[config.mk]
export PLATFORM = sky130hd
export DESIGN_NAME = frog_game_ctrl
export DESIGN_NICKNAME = d
export VERILOG_FILES = /design/src/rtl/frogger_pkg.sv /design/src/rtl/lane_tick_gen.sv /design/src/rtl/frog_game_ctrl.sv
export SDC_FILE = /design/constraint.sdc
export NUM_CORES = 1
export LEC_CHECK = 0
export CAP_MARGIN = 30
export CORE_MARGIN = 5
export CORE_UTILIZATION = 57
export CTS_CLUSTER_SIZE = 28
export DETAILED_ROUTE_END_ITERATION = 12
export GPL_TIMING_DRIVEN = 0
export HOLD_SLACK_MARGIN = 0.05
export PLACE_DENSITY = 0.91
export SLEW_MARGIN = 20
export SYNTH_ARGS = -nofsm -noshare
export SYNTH_HDL_FRONTEND = slang
export SYNTH_SLANG_ARGS = --single-unit
[constraint.sdc]
create_clock -name clk -period 3.2 [get_ports clk]
set_clock_uncertainty 0.05 [all_clocks]
set_input_delay 0.8 -clock clk [delete_from_list [all_inputs] [get_ports clk]]
set_output_delay 0.8 -clock clk [all_outputs]
set_load 0.02 [all_outputs]
[src/rtl/frogger_pkg.sv]
// Shared definitions for the frog game controller.
//   game_state_t : controller FSM state encoding
//   LIVES_W      : width of the lives counter
//   LEVEL_W      : width of the level counter
//   SCORE_W      : width of the crossing score
package frogger_pkg;

  localparam int LIVES_W = 2;
  localparam int LEVEL_W = 3;
  localparam int SCORE_W = 8;

  typedef enum logic [2:0] {
    IDLE  = 3'd0,
    SPAWN = 3'd1,
    PLAY  = 3'd2,
    HIT   = 3'd3,
    WIN   = 3'd4,
    OVER  = 3'd5
  } game_state_t;

endpackage

[src/rtl/lane_tick_gen.sv]
// Lane-tick generator: emits a one-cycle registered pulse every
// P = TICK_BASE*(MAX_LEVEL+1-level) cycles while the game is in PLAY.
// Ports:
//   clk       : system clock
//   reset     : synchronous, active-high
//   enable    : high when the NEXT cycle is a PLAY cycle
//   level     : current level (stable throughout PLAY)
//   lane_tick : registered pulse, high on PLAY cycles P, 2P, 3P, ...
module lane_tick_gen
  import frogger_pkg::*;
#(
  parameter int TICK_BASE = 4,
  parameter int MAX_LEVEL = 7
) (
  input  logic               clk,
  input  logic               reset,
  input  logic               enable,
  input  logic [LEVEL_W-1:0] level,
  output logic               lane_tick
);

  localparam int PMAX  = TICK_BASE * (MAX_LEVEL + 1);
  localparam int CNT_W = (PMAX > 1) ? $clog2(PMAX) : 1;

  function automatic logic [CNT_W:0] period_of(input logic [LEVEL_W-1:0] lvl);
    int p;
    p = TICK_BASE * (MAX_LEVEL + 1 - int'(lvl));
    return (CNT_W+1)'(p);
  endfunction

  logic [CNT_W-1:0] cnt;
  logic [CNT_W:0]   period;

  assign period = period_of(level);

  // cnt holds (PLAY cycle index mod P) for the current cycle and is 0
  // outside PLAY. Because enable looks one cycle ahead, the tick register
  // is loaded for the upcoming cycle, so even P=1 ticks on the first
  // PLAY cycle.
  always_ff @(posedge clk) begin
    if (reset) begin
      cnt       <= '0;
      lane_tick <= 1'b0;
    end else if (!enable) begin
      cnt       <= '0;
      lane_tick <= 1'b0;
    end else if ({1'b0, cnt} == period - (CNT_W+1)'(1)) begin
      cnt       <= '0;
      lane_tick <= 1'b1;
    end else begin
      cnt       <= cnt + CNT_W'(1);
      lane_tick <= 1'b0;
    end
  end

endmodule

[src/rtl/frog_game_ctrl.sv]
// Frog game controller: sequences spawn / play / hit / win / game-over,
// tracks lives, level and score, and paces the car lanes.
// Ports:
//   clk, reset   : clock, synchronous active-high reset
//   start        : one-cycle start pulse (honoured in IDLE and OVER)
//   hit          : any frog cell reports game over (PLAY only)
//   frog_at_top  : frog reached the top row (PLAY only)
//   cells_reset  : clear to all frog cells (IDLE, HIT, WIN, OVER)
//   spawn        : seed pulse into the bottom-centre cell (SPAWN)
//   lane_tick    : one-cycle pulse advancing the car lanes
//   playing      : high in PLAY
//   lives, level, score : game status
module frog_game_ctrl
  import frogger_pkg::*;
#(
  parameter int TICK_BASE   = 4,
  parameter int MAX_LEVEL   = 7,
  parameter int HOLD_CYCLES = 8,
  parameter int LIVES_INIT  = 3
) (
  input  logic               clk,
  input  logic               reset,
  input  logic               start,
  input  logic               hit,
  input  logic               frog_at_top,
  output logic               cells_reset,
  output logic               spawn,
  output logic               lane_tick,
  output logic               playing,
  output logic [LIVES_W-1:0] lives,
  output logic [LEVEL_W-1:0] level,
  output logic [SCORE_W-1:0] score
);

  localparam int HOLD_W = (HOLD_CYCLES > 1) ? $clog2(HOLD_CYCLES) : 1;

  game_state_t       state;
  logic [HOLD_W-1:0] hold_cnt;
  logic              play_next;
  logic              hold_done;

  assign hold_done = (hold_cnt == HOLD_W'(HOLD_CYCLES - 1));

  // Next cycle is PLAY: leaving SPAWN, or staying in PLAY with no event.
  assign play_next = (state == SPAWN) ||
                     ((state == PLAY) && !hit && !frog_at_top);

  always_ff @(posedge clk) begin
    if (reset) begin
      state    <= IDLE;
      lives    <= '0;
      level    <= '0;
      score    <= '0;
      hold_cnt <= '0;
    end else begin
      case (state)
        IDLE, OVER: begin
          if (start) begin
            state <= SPAWN;
            lives <= LIVES_W'(LIVES_INIT);
            level <= '0;
            score <= '0;
          end
        end
        SPAWN: state <= PLAY;
        PLAY: begin
          hold_cnt <= '0;
          if (hit) begin
            state <= HIT;
            lives <= (lives != '0) ? lives - LIVES_W'(1) : lives;
          end else if (frog_at_top) begin
            state <= WIN;
            score <= (score != '1) ? score + SCORE_W'(1) : score;
            level <= (level != LEVEL_W'(MAX_LEVEL)) ? level + LEVEL_W'(1) : level;
          end
        end
        HIT, WIN: begin
          if (hold_done) begin
            hold_cnt <= '0;
            state    <= ((state == HIT) && (lives == '0)) ? OVER : SPAWN;
          end else begin
            hold_cnt <= hold_cnt + HOLD_W'(1);
          end
        end
        default: state <= IDLE;
      endcase
    end
  end

  assign cells_reset = (state == IDLE) || (state == HIT) ||
                       (state == WIN)  || (state == OVER);
  assign spawn       = (state == SPAWN);
  assign playing     = (state == PLAY);

  lane_tick_gen #(
    .TICK_BASE (TICK_BASE),
    .MAX_LEVEL (MAX_LEVEL)
  ) u_lane_tick_gen (
    .clk       (clk),
    .reset     (reset),
    .enable    (play_next),
    .level     (level),
    .lane_tick (lane_tick)
  );

endmodule

* Word-level counts from Yosys, hierarchy flattened
Index checks and enable logic that the tools add are counted.
Cells by class: magnitude comparators 0, multipliers 0, shift-type cells 0, bitwise gates (word level) 1, divide/modulo/power cells 0, reduce and logical (&&, ||, !) cells 22, mux-type cells 23, $add $sub $neg 7, equality and inequality tests 18
Operator list (number):
- 8-bit two-way mux | 4
- 3-bit two-way mux | 10
- 8-bit one-hot mux with 2 select lines | 1
- 3-bit one-hot mux with 2 select lines | 2
- 3-bit one-hot mux with 4 select lines | 1
- 2-bit != test (second input constant) | 5
- 5-bit AND reduction | 2
- 3-bit equality test (second input constant) | 3
- 8-bit by 1-bit adder with 8-bit output (second input constant) | 1
- 8-bit != test (second input constant) | 1
- 3-bit by 1-bit adder with 3-bit output (second input constant) | 2
- 3-bit by 2-bit equality test with 1-bit output (second input constant) | 2
- 5-bit by 6-bit equality test with 1-bit output | 1
- 2-bit two-way mux | 3
- 2-bit by 1-bit != test with 1-bit output (second input constant) | 3
- 3-bit != test (second input constant) | 2
- 2-bit nonzero test | 3
- 2-bit OR reduction | 3
- 6-bit by 1-bit subtractor with 6-bit output (second input constant) | 1
- 5-bit by 1-bit adder with 5-bit output (second input constant) | 1
- 1-bit logical OR | 4
- 2-bit one-hot mux with 2 select lines | 1
- 4-bit AND reduction | 1
- 4-bit by 3-bit subtractor with 4-bit output (first input constant) | 1
- other kinds (10) | 13
Storage, ports and cells: word-level logic and storage cells 78, bits of input ports 5, output and inout port bits 17, flip-flop bits (word level) 25, memories kept 0, latch bits 0, memory bits (writable) 0, memory bits (read-only) 0

* Longest topological paths before layout
depth in word-level cells 6, gate-level depth with buffers 7, gate-level depth less buffers 7

* Hierarchy
Synthesis repeated with hierarchy kept, for this count alone.
Unflattened totals: cells, all modules 174, area, all modules 1476.4 µm²
Modules (own cells, without submodules):
- frog_game_ctrl | cells each 149, instances 1, area each 1231.2 µm², seq. area each 380.4 µm²
- lane_tick_gen | cells each 25, instances 1, area each 245.2 µm², seq. area each 120.1 µm²

* Worst setup path after synthesis
No wires, ideal clock.
kind reg2out, start register state[2], end output cells_reset, data arrival time 1.229 ns, path buffers 2, required time 2.350 ns, stages on the path, launching flop included 6, setup slack 1.121 ns, cells stage by stage dfxtp_1 buf_6 buf_12 inv_1 and3_1 nor2_1
On the way: longest elaborated chain between the ends 4, elaborated cells on any way between the ends 7, classes of those cells 3 x eq/ne; 4 x reduce/logical
RTL lines:
- from (decl) | line frog_game_ctrl.sv:37 | game_state_t state;
- from (signal assigned) | line frog_game_ctrl.sv:80 | state <= ((state == HIT) && (lives == '0)) ? OVER : SPAWN;
- 3-bit by 2-bit equality test with 1-bit output or 3-bit logical NOT (tied branches) | line frog_game_ctrl.sv:90 | assign cells_reset = (state == IDLE) || (state == HIT) ||
- 1-bit logical OR (2 in a row) | line frog_game_ctrl.sv:90
- 1-bit logical OR (*) | line frog_game_ctrl.sv:91 | (state == WIN) || (state == OVER);
- to (decl) | line frog_game_ctrl.sv:26 | output logic cells_reset,
Mark *: on every way between the ends. The rest lies on a longest branch, timed or not.

* Worst setup path after layout
Ends and elaborated chain as after synthesis.

==> reports/summary.log <==
qor: global_routing.largest_net_degree_at_the_start_of_global_routing 15
qor: worst_setup_path.critical_path.cell_chain buf_6, buf_12, inv_1, and3_1, nor2_1, clkdlybuf4s50_1
qor: floorplan.row_count 18
qor: timing.clock.fmax 0.349 GHz
qor: timing.totalNegativeSetupSlack 0 ns
qor: worst_setup_path.ff2ff_setup_slack 1.00 ns
qor: final_layout.stdcell_area 1800 sq um
qor: worst_setup_path.critical_path_buf_inv_count 4
qor: final_layout.layout.cells.most_common dfxtp_1
qor: routing.detail_route.first_pass.iterations 4
qor: worst_setup_path.timing.critical_path.from state[2]
qor: global_routing.global_route_wire_length_before_repair 6270 um
qor: routing.drt_first_iter_violations 54
qor: worst_setup_path.critical_path.max_fanout 10
qor: final_layout.final_layout_size_suffix_gt1_share 8.61%
qor: clock_network.tritoncts yes
qor: clock_network.cts-root-to-sink-buffers 2
qor: place.placed_cell_area 1780 sq um
qor: timing.unrepaired_setup_endpoints_after_global_routing false
qor: worst_hold_path.min_path_type flip-flop to flip-flop
qor: logic_synthesis.yosys_warnings 0
qor: power_and_ir_drop.p_leak 0.689 nW
qor: floorplan.floorplan.die.width 61.8 um
qor: global_routing.grt_pass1_vias 1,473
qor: clock_network.clock_sink_count 25
qor: power_and_ir_drop.vdd_drop_max 0.473 mV
qor: floorplan.design.portCount 22
qor: power_and_ir_drop.p_comb_share 33.0%
qor: timing.final_max_slew_viol_count 0
qor: logic_synthesis.syn-num-nets 197
qor: timing.finalSetupViolCount 0
qor: worst_setup_path.start_kind flip-flop
qor: logic_synthesis.yosys.cell_types.count 49
qor: logic_synthesis.netlist_instances 184
qor: place.dp_hpwl 2790 um
qor: routing.viasPerCell 6.17
qor: floorplan.vertical_extent_of_the_die 61.8 um
qor: power_and_ir_drop.cell_internal_pwr 0.467 mW
qor: logic_synthesis.netlist_area 1530 sq um
qor: worst_setup_path.required 2.35 ns
qor: clock_network.cts-buffers-inserted 3
qor: logic_synthesis.postSynthAreaPerCell 8.30 sq um
qor: power_and_ir_drop.total_switching_power 0.248 mW
qor: place.post-place-ws 0.365 ns
qor: logic_synthesis.postSynthRegisterBits 25
qor: place.finalWeightedCongestion 0.793
qor: timing.timing.max_slew.rel_slack 59.6%
qor: worst_setup_path.worst_ep_arrival_time 2.02 ns
qor: logic_synthesis.register_area_share_after_synthesis 32.8%
qor: routing.highest_routed_layer met4
qor: final_layout.most-common-layout-cells dfxtp_1, nor2_1, clkdlybuf4s50_1
qor: routing.wl_per_cell 15.3 um
qor: worst_setup_path.critical_path.endpoint_type output port
qor: timing.fin_worst_hold_slack 0.423 ns
qor: place.io_port_bufs 21
qor: worst_setup_path.crit_path_kind flip-flop to output port
qor: timing.hold_violations 0
qor: final_layout.finalNetCount 223
qor: timing.period_minus_slack 2.87 ns
qor: clock_network.clock-root-buffer clkbuf_4
qor: global_routing.grt_antenna_before_repair 0
qor: routing.wl_met1 1470 um
qor: global_routing.grt_remaining_overflow 0
qor: floorplan.fp.coreArea 2520 sq um
qor: worst_setup_path.timing.rr.start hold_cnt[0]
qor: clock_network.clock_latency_of_the_later_clocked_register_in_the_worst_skew_pair 0.32 ns
qor: timing.worst_slack 0.334 ns
qor: worst_setup_path.timing.critical_path.slowest_stage_cell clkdlybuf4s50_1
qor: clock_network.cts_resized 0
qor: routing.postRouteWirelength 3670 um
qor: logic_synthesis.yosys_most_used_dff dfxtp_1
qor: routing.num_vias 1,474
qor: routing.detailroute.wirelength.met3 184 um
qor: global_routing.gr-usage-all-layers 21.9%
qor: logic_synthesis.synth-edff-count 0
qor: routing.detail_route.drc_violations 0
qor: routing.postRouteAntennaNets 0
qor: run.max_cap_viol_count 0
qor: timing.worst_pin_slew 0.602 ns
qor: final_layout.areaGrowthSynthToFinish 18.0%
qor: final_layout.final_util 71.5%
qor: final_layout.num_antenna_cells 0
qor: worst_setup_path.crit_end cells_reset
qor: floorplan.dieArea 3820 sq um
qor: worst_setup_path.max_stage_delay 0.62 ns
qor: worst_setup_path.r2r.worst_path.cells 6
qor: worst_setup_path.path_delay_family buffers and inverters
qor: power_and_ir_drop.clockPowerShare 20.2%
qor: clock_network.htreeDepth 1
qor: power_and_ir_drop.share_of_total_power_in_sequential_cells 46.8%
qor: timing.final_min_period_over_clock_period 89.6%
qor: worst_setup_path.cp.depth 6
qor: power_and_ir_drop.cell_pwr_density 397 nW/um^2
qor: worst_setup_path.r2r_end state[2]
qor: clock_network.worst_setup_hold_path_clk_slew 0.14 ns
qor: clock_network.cts-hold-fix-buffers 0
qor: floorplan.initial_core_util 60.6%
qor: logic_synthesis.async_flop_share 0%
qor: outcome.status complete, no violations
qor: clock_network.cts.repair_timing.setup_buffer_count 0
qor: routing.wl_met2 1950 um
qor: power_and_ir_drop.swShare 34.7%
stage by stage:
stage | power [mW] | std cells
after floorplan | 0.502 | 184
after global placement | 0.562 | 235
after detailed placement | 0.575 | 235
after CTS | 0.717 | 239
after global routing | 0.760 | 239
final | 0.716 | 239
power by group through the flow:
stage | sequential, mW | clock [mW] | combinational, mW
after global placement | 0.341 | 0 | 0.221
after global routing | 0.338 | 0.163 | 0.259
after floorplan | 0.347 | 0 | 0.156
final | 0.335 | 0.144 | 0.236
after CTS | 0.335 | 0.148 | 0.234
after detailed placement | 0.342 | 0 | 0.233
worst register-to-register path, cell delays in order (launching register included):
cell,delay [ns]
dfxtp_1,0.45
ha_1,0.19
ha_1,0.27
mux2i_1,0.15
mux4_2,0.52
or3_1,0.39
a21oi_2,0.13
synth_stat cells, types with 2 or more instances:
cell type / n / area (sq um)
nor2_1: 21 / 78.8
a32o_1: 3 / 30.0
a22oi_1: 3 / 22.5
nor4b_1: 2 / 17.5
a21oi_1: 17 / 85.1
o21ai_0: 5 / 25.0
nor2b_1: 8 / 50.1
xnor2_1: 3 / 26.3
a31oi_1: 3 / 18.8
a211oi_1: 2 / 15.0
nor3_1: 8 / 40.0
o2bb2ai_1: 3 / 26.3
clkbuf_1: 3 / 11.3
nand3_1: 6 / 30.0
xor2_1: 2 / 17.5
and2_1: 3 / 18.8
buf_2: 3 / 15.0
or3_1: 2 / 12.5
ha_1: 8 / 100
and3_1: 4 / 25.0
nand4b_1: 2 / 17.5
dfxtp_1: 25 / 500
nand2_1: 12 / 45.0
nand2b_1: 5 / 31.3
inv_1: 7 / 26.3
flip-flops by register name, indices dropped and copies added, names as in the netlist:
| name | flops |
|---|---|
| u_lane_tick_gen.lane_tick | 1 |
| score | 8 |
| u_lane_tick_gen.cnt | 5 |
| state | 3 |
| hold_cnt | 3 |
| lives | 2 |
| level | 3 |
cell type report:
class                   count  area (sq um)
clock inverters             1          5.00
clock buffers               3          22.5
inverters                   9          33.8
repair buffers             21           210
plain buffers               8          57.6
flip-flops and latches     25           500
well taps                  30          37.5
multi-input cells         142           936
fillers                   216           719
routing by layer:
metal,vias to the layer above,GRT usage [%]
met3,8,3.72
li1,716,-
met2,36,41.6
met1,714,23.3
met4,0,9.70
met5,-,0
worst min path at each step:
stage / from / end / slack [ns] / cells past startpoint
6_report: u_lane_tick_gen.cnt[0] / u_lane_tick_gen.cnt[0] / 0.42 / 1
5_1_grt: u_lane_tick_gen.cnt[0] / u_lane_tick_gen.cnt[0] / 0.43 / 1
4_1_cts: u_lane_tick_gen.cnt[0] / u_lane_tick_gen.cnt[0] / 0.42 / 1
3_5_place_dp: u_lane_tick_gen.cnt[0] / u_lane_tick_gen.cnt[0] / 0.40 / 1
3_3_place_gp: u_lane_tick_gen.cnt[0] / u_lane_tick_gen.cnt[0] / 0.39 / 1
2_1_floorplan: u_lane_tick_gen.cnt[0] / u_lane_tick_gen.cnt[0] / 0.38 / 1
kinds of logic after synthesis:
| logic type | Yosys count | synth area share [%] |
|---|---|---|
| AOI/OAI and AO/OA | 46 | 21.3 |
| xor gates and xnor gates | 5 | 2.87 |
| adders and majority gates | 8 | 6.55 |
| buffers and inverters | 17 | 5.98 |
| DFF | 25 | 32.8 |
| muxes | 2 | 2.13 |
| and+or+nand+nor | 81 | 28.4 |
Note: power is estimated with default switching activity, not from simulation.
